--- src/rtl/uart_cmd_initiator.sv ---
// uart_cmd_initiator: issues one Hamming(7,4)-protected command byte over the
// UART link and waits for the remote end to echo it back. A bad echo, a parity
// error or a silent line costs one attempt; after MAX_RETRY retransmissions the
// transaction is reported as failed.
module uart_cmd_initiator #(
  parameter int TIMEOUT_CYCLES = 4800,
  parameter int MAX_RETRY      = 3
) (
  input  logic       i_clk,
  input  logic       i_reset,          // asynchronous, active low
  input  logic [3:0] i_cmd,
  input  logic       i_cmd_valid,
  output logic       o_cmd_ready,
  output logic       o_done,
  output logic       o_ack_ok,
  output logic [1:0] o_attempts,
  output logic [7:0] o_tx_data,
  output logic       o_tx_start,
  input  logic       i_tx_busy,
  input  logic [7:0] i_rx_data,
  input  logic       i_rx_done,
  input  logic       i_rx_parity_error
);

  // Timeout counter only has to reach TIMEOUT_CYCLES-1, so clog2 bits suffice.
  localparam int            TW        = (TIMEOUT_CYCLES > 1) ? $clog2(TIMEOUT_CYCLES) : 1;
  localparam logic [TW-1:0] TMO_LAST  = TW'(TIMEOUT_CYCLES - 1);
  localparam logic [1:0]    RETRY_MAX = 2'(MAX_RETRY);

  typedef enum logic [2:0] {
    S_IDLE,
    S_SEND,
    S_WAIT_TX,
    S_WAIT_ECHO,
    S_DONE
  } state_t;

  state_t        r_state, w_state_next;
  logic [7:0]    r_tx_data, w_tx_data_next;
  logic [1:0]    r_retry, w_retry_next;
  logic [TW-1:0] r_tmo, w_tmo_next;
  logic          r_busy_seen, w_busy_seen_next;
  logic          r_ack_ok, w_ack_ok_next;
  logic [1:0]    r_attempts, w_attempts_next;

  logic [2:0]    w_par;
  logic [7:0]    w_enc;
  logic          w_echo_ok;

  // Hamming(7,4): bit i of the byte is code position i+1; parity bits sit at
  // positions 1, 2 and 4, data bits at 3, 5, 6 and 7, bit 7 is always zero.
  assign w_par[0] = i_cmd[0] ^ i_cmd[1] ^ i_cmd[3];
  assign w_par[1] = i_cmd[0] ^ i_cmd[2] ^ i_cmd[3];
  assign w_par[2] = i_cmd[1] ^ i_cmd[2] ^ i_cmd[3];
  assign w_enc    = {1'b0, i_cmd[3], i_cmd[2], i_cmd[1], w_par[2], i_cmd[0], w_par[1], w_par[0]};

  // A clean echo must match the byte held for this transaction.
  assign w_echo_ok = i_rx_done && !i_rx_parity_error && (i_rx_data == r_tx_data);

  assign o_tx_data  = r_tx_data;
  assign o_ack_ok   = r_ack_ok;
  assign o_attempts = r_attempts;

  // State and datapath registers; reset aborts any transaction at once.
  always_ff @(posedge i_clk or negedge i_reset) begin
    if (!i_reset) begin
      r_state     <= S_IDLE;
      r_tx_data   <= 8'h00;
      r_retry     <= 2'd0;
      r_tmo       <= '0;
      r_busy_seen <= 1'b0;
      r_ack_ok    <= 1'b0;
      r_attempts  <= 2'd0;
    end else begin
      r_state     <= w_state_next;
      r_tx_data   <= w_tx_data_next;
      r_retry     <= w_retry_next;
      r_tmo       <= w_tmo_next;
      r_busy_seen <= w_busy_seen_next;
      r_ack_ok    <= w_ack_ok_next;
      r_attempts  <= w_attempts_next;
    end
  end

  // Next-state logic and the combinational handshake outputs.
  always_comb begin
    w_state_next     = r_state;
    w_tx_data_next   = r_tx_data;
    w_retry_next     = r_retry;
    w_tmo_next       = r_tmo;
    w_busy_seen_next = r_busy_seen;
    w_ack_ok_next    = r_ack_ok;
    w_attempts_next  = r_attempts;
    o_cmd_ready      = 1'b0;
    o_tx_start       = 1'b0;
    o_done           = 1'b0;

    case (r_state)
      S_IDLE: begin
        o_cmd_ready = 1'b1;
        if (i_cmd_valid) begin
          w_tx_data_next  = w_enc;
          w_retry_next    = 2'd0;
          w_ack_ok_next   = 1'b0;
          w_attempts_next = 2'd0;
          w_state_next    = S_SEND;
        end
      end

      S_SEND: begin
        if (!i_tx_busy) begin
          o_tx_start       = 1'b1;
          w_busy_seen_next = 1'b0;
          w_state_next     = S_WAIT_TX;
        end
      end

      // The transmitter must be seen busy first, otherwise the start pulse
      // could be mistaken for an already finished frame.
      S_WAIT_TX: begin
        if (i_tx_busy) begin
          w_busy_seen_next = 1'b1;
        end else if (r_busy_seen) begin
          w_tmo_next   = '0;
          w_state_next = S_WAIT_ECHO;
        end
      end

      // A received byte takes priority over a timeout landing in the same cycle.
      S_WAIT_ECHO: begin
        w_tmo_next = r_tmo + TW'(1);
        if (w_echo_ok) begin
          w_ack_ok_next   = 1'b1;
          w_attempts_next = r_retry;
          w_state_next    = S_DONE;
        end else if (i_rx_done || (r_tmo == TMO_LAST)) begin
          if (r_retry < RETRY_MAX) begin
            w_retry_next = r_retry + 2'd1;
            w_state_next = S_SEND;
          end else begin
            w_ack_ok_next   = 1'b0;
            w_attempts_next = r_retry;
            w_state_next    = S_DONE;
          end
        end
      end

      S_DONE: begin
        o_done       = 1'b1;
        w_state_next = S_IDLE;
      end

      default: w_state_next = S_IDLE;
    endcase
  end

endmodule

--- config.mk ---
export PLATFORM = sky130hd
export DESIGN_NAME = uart_cmd_initiator
export DESIGN_NICKNAME = d
export VERILOG_FILES = /design/src/rtl/uart_cmd_initiator.sv
export SDC_FILE = /design/constraint.sdc
export NUM_CORES = 1
export LEC_CHECK = 0
export CAP_MARGIN = 20
export CORE_MARGIN = 2
export CORE_UTILIZATION = 46
export CTS_CLUSTER_SIZE = 30
export DETAILED_ROUTE_END_ITERATION = 7
export PLACE_DENSITY = 0.76
export SYNTH_ARGS = -nofsm -noshare
export SYNTH_HDL_FRONTEND = slang
export SYNTH_SLANG_ARGS = --single-unit
--- constraint.sdc ---
create_clock -name i_clk -period 1.6 [get_ports i_clk]
set_input_delay 0.32 -clock i_clk [delete_from_list [all_inputs] [get_ports i_clk]]
set_output_delay 0.32 -clock i_clk [all_outputs]
set_load 0.02 [all_outputs]
==> flow_summary.toml <==
[route]
vias_per_cell = 5.220
vias = 1425
wl_per_cell_um = 14.36
drt-initial-drc-count = 57
drt_pre_antenna_iters = 4
drt_wl_total_mm = 3.921
route.detailed.drc = 0
antenna_left = 0

[pwr]
power-per-cell-area_nw_per_um2 = 1512
comb_power_share_pct = 55.4
internal_power_mw = 2.257
seqPwrFrac_pct = 30.8
clock_power_share_pct = 13.8
p_sw_mw = 1.410
ir_drop_v = 0.001012
total_power_mw = 3.667
p_leak_nw = 1.107
switching_share_pct = 38.46

[cts]
worstSkewPairLatency_ns = 0.32
clock_tree.buffer_depth = 2
cts-htree-levels = 2
clock-sinks = 29
clk_pin_slew_worst_paths_ns = 0.09
tritoncts = "built"
cts_made_buffers = 5
root_buffer = "clkbuf_4"

[finish]
final_common_cell = "buf_4"
final_cell_count_no_fill = 273
antenna-diode-count = 0
area_growth_pct = 52.84
share_of_final_layout_standard_cells_stronger_than_drive_strength_1_pct = 36.12
n_fill_cell = 246
commonest_cells_after_routing_fill_and_taps_aside = "34 x buf_4, 24 x dfrtp_1, 14 x xor2_1, 13 x nand2_1, 13 x clkdlybuf4s50_1"
finalNetCount = 246

[placement]
numPlacedInstances = 258
post-place-ws_ns = -0.5208
place_congestion = 0.8715
detailedPlacementHpwl_mm = 2.785
io_buffers = 30

[die]
io_pins = 32
floorplan.initialDensity_pct = 47.54
core_area_um2 = 3337
die_height_um = 62.73
row_count = 21
die_width_um = 62.73
dieArea_um2 = 3934

[global_routing]
first_global_vias = 1508
grt_antenna_before_repair = 0
grt_start_max_net_pins = 30
overflow = 0
grt_first_pass_wirelength_mm = 6.479
groute.usage.overall_pct = 20.70

[sta]
fin_crit_ns = 1.709
hold_violations = 0
final_critical_path_setup_slack_ns = -0.1092
final-max-slew-violation-count = 0
max_clock_freq_ghz = 0.5851
unrepaired_setup_endpoints_after_global_routing = "true"
min_period_over_period_pct = 106.8
clock_skew_ns = 0.005988
setup_viol = 4
hold_ws_ns = 0.3752

[worst_setup_path]
worstSetupPathType = "in2reg"
path_max_fanout = 2
worstSetupStartpointType = "primary input"
r2r.worst_path.cells = 6
cp.required_ns = 1.80
worst_setup_end_kind = "flip-flop"
cp_data_arrival_time_ns = 1.91

[synthesis]
synth_area_um2 = 1587
syn_inst = 157
yosys.cell_types.count = 43
synth.net_count = 177
synth.ff_latch_count = 29
synth_warnings = 0
post_synth.cell_area_avg_um2 = 10.11
ys_seq_area_share_pct = 45.74
synth_largest_type_area_fraction_pct = 45.74
synthTopCellsByArea = "dfrtp_1 46%, xor2_1 8.3%, o21ai_0 4.1%"
synthDominantAreaCellType = "dfrtp_1"

[status]
failed_checks = "negative setup slack"
outcome = "finished with violations"

[worst_hold_path]
hp-class = "in2async"

[job]
drv.max_cap_violation_count = 0
## sequential cells by signal (all words and copies together), names as in the netlist
register and flops:
r_state 3, o_attempts 2, r_busy_seen 1, r_retry 2, o_tx_data 7, o_ack_ok 1
r_tmo 13
## layer usage
metal	wire length, µm	global-route usage (%)	vias up
met5	0	0	-
met4	31	6.944	0
met3	205	5.586	5
met2	2133	37.77	41
met1	1552	23.19	692
li1	-	-	687
## per-stage QoR
stage | instance area, µm² | TNS, ns | util [%]
5_1_grt | 2425 | -0.7201 | 72.67
3_3_place_gp | 2217 | -6.279 | 66.44
3_5_place_dp | 2217 | -6.839 | 66.44
4_1_cts | 2318 | -0.1504 | 69.48
6_report | 2425 | -0.2774 | 72.67
2_1_floorplan | 1645 | 0 | -
## worst max-delay path: stages
cell	delay [ns]
dlygate4sd2_1	0.21
or3b_4	0.39
nor4_4	0.38
a21oi_4	0.13
a2111oi_4	0.37
a211oi_1	0.10
## cell type report
type	instances	area [µm²]	area share (%)
Sequential cell	29	732.0	30.19
Clock buffer	7	65.06	2.683
Clock inverter	1	5.005	0.2064
Timing Repair Buffer	68	601.8	24.82
Tap cell	46	57.56	2.374
Inverter	7	26.28	1.084
Multi-Input combinational cell	115	937.1	38.65
## logic make-up after synthesis
family / Yosys count / synth area share, %
multiplexers: 7 / 4.732
XOR/XNOR: 19 / 10.49
flip-flops: 29 / 45.74
other: 1 / 0.2364
buffers and inverters: 13 / 3.549
AND/OR/NAND/NOR: 53 / 19.80
adder cells (fa/ha/maj): 2 / 1.577
AO/OA/AOI/OAI: 33 / 13.88
## power by group through the flow
stage	combinational, mW	clock (mW)	sequential (mW)
after floorplan	0.843	0	1.24
after global placement	1.78	0	1.12
after detailed placement	1.83	0	1.14
after CTS	1.84	0.525	1.13
after global routing	2.20	0.568	1.16
final	2.03	0.505	1.13
## path summary, 6_finish.rpt
check | from | to | slack [ns]
max | i_rx_done | r_state[0]$_DFFE_PN0P_ | -0.11
min | i_reset | r_state[1]$_DFFE_PN0P_ | 0.38
max reg2reg | o_tx_data[6]$_DFFE_PN0P_ | r_state[0]$_DFFE_PN0P_ | -0.10
min reg2reg | o_attempts[0]$_DFFE_PN0P_ | o_attempts[0]$_DFFE_PN0P_ | 0.53
max in group asynchronous | i_reset | o_tx_data[2]$_DFFE_PN0P_ | 0.92
min in group i_clk | i_tx_busy | r_busy_seen$_DFFE_PN0P_ | 0.41
## cells in the mapped netlist (all sizes together)
cell type	number
mux2i	3
nor2	9
nor4	2
o31ai	1
a41oi	1
o2111ai	1
clkbuf	3
xor2	15
o21a	1
mux2	4
ha	2
buf	3
a2111oi	1
o21ai	13
and3	3
xnor2	4
nand3	3
o211ai	1
and3b	1
nor2b	2
or2	1
a22o	3
a211oi	1
nor3	5
and2b	1
nand2	14
nand4	3
nor3b	1
conb	1
or3	5
dfrtp	29
or3b	1
and2	1
a21oi	9
nor4b	1
inv	7
a32o	1
## repair_timing
| action | CTS | global route |
|---|---|---|
| setup endpoints to repair | 22 | 14 |
| gates resized for setup | 36 | 18 |
| pin swaps | 14 | 9 |
| buffers inserted | 3 | 4 |
| hold buffers | 0 | 0 |
| hold endpoints to repair | 0 | 0 |
No activity file was read; power rests on OpenSTA's default activity.
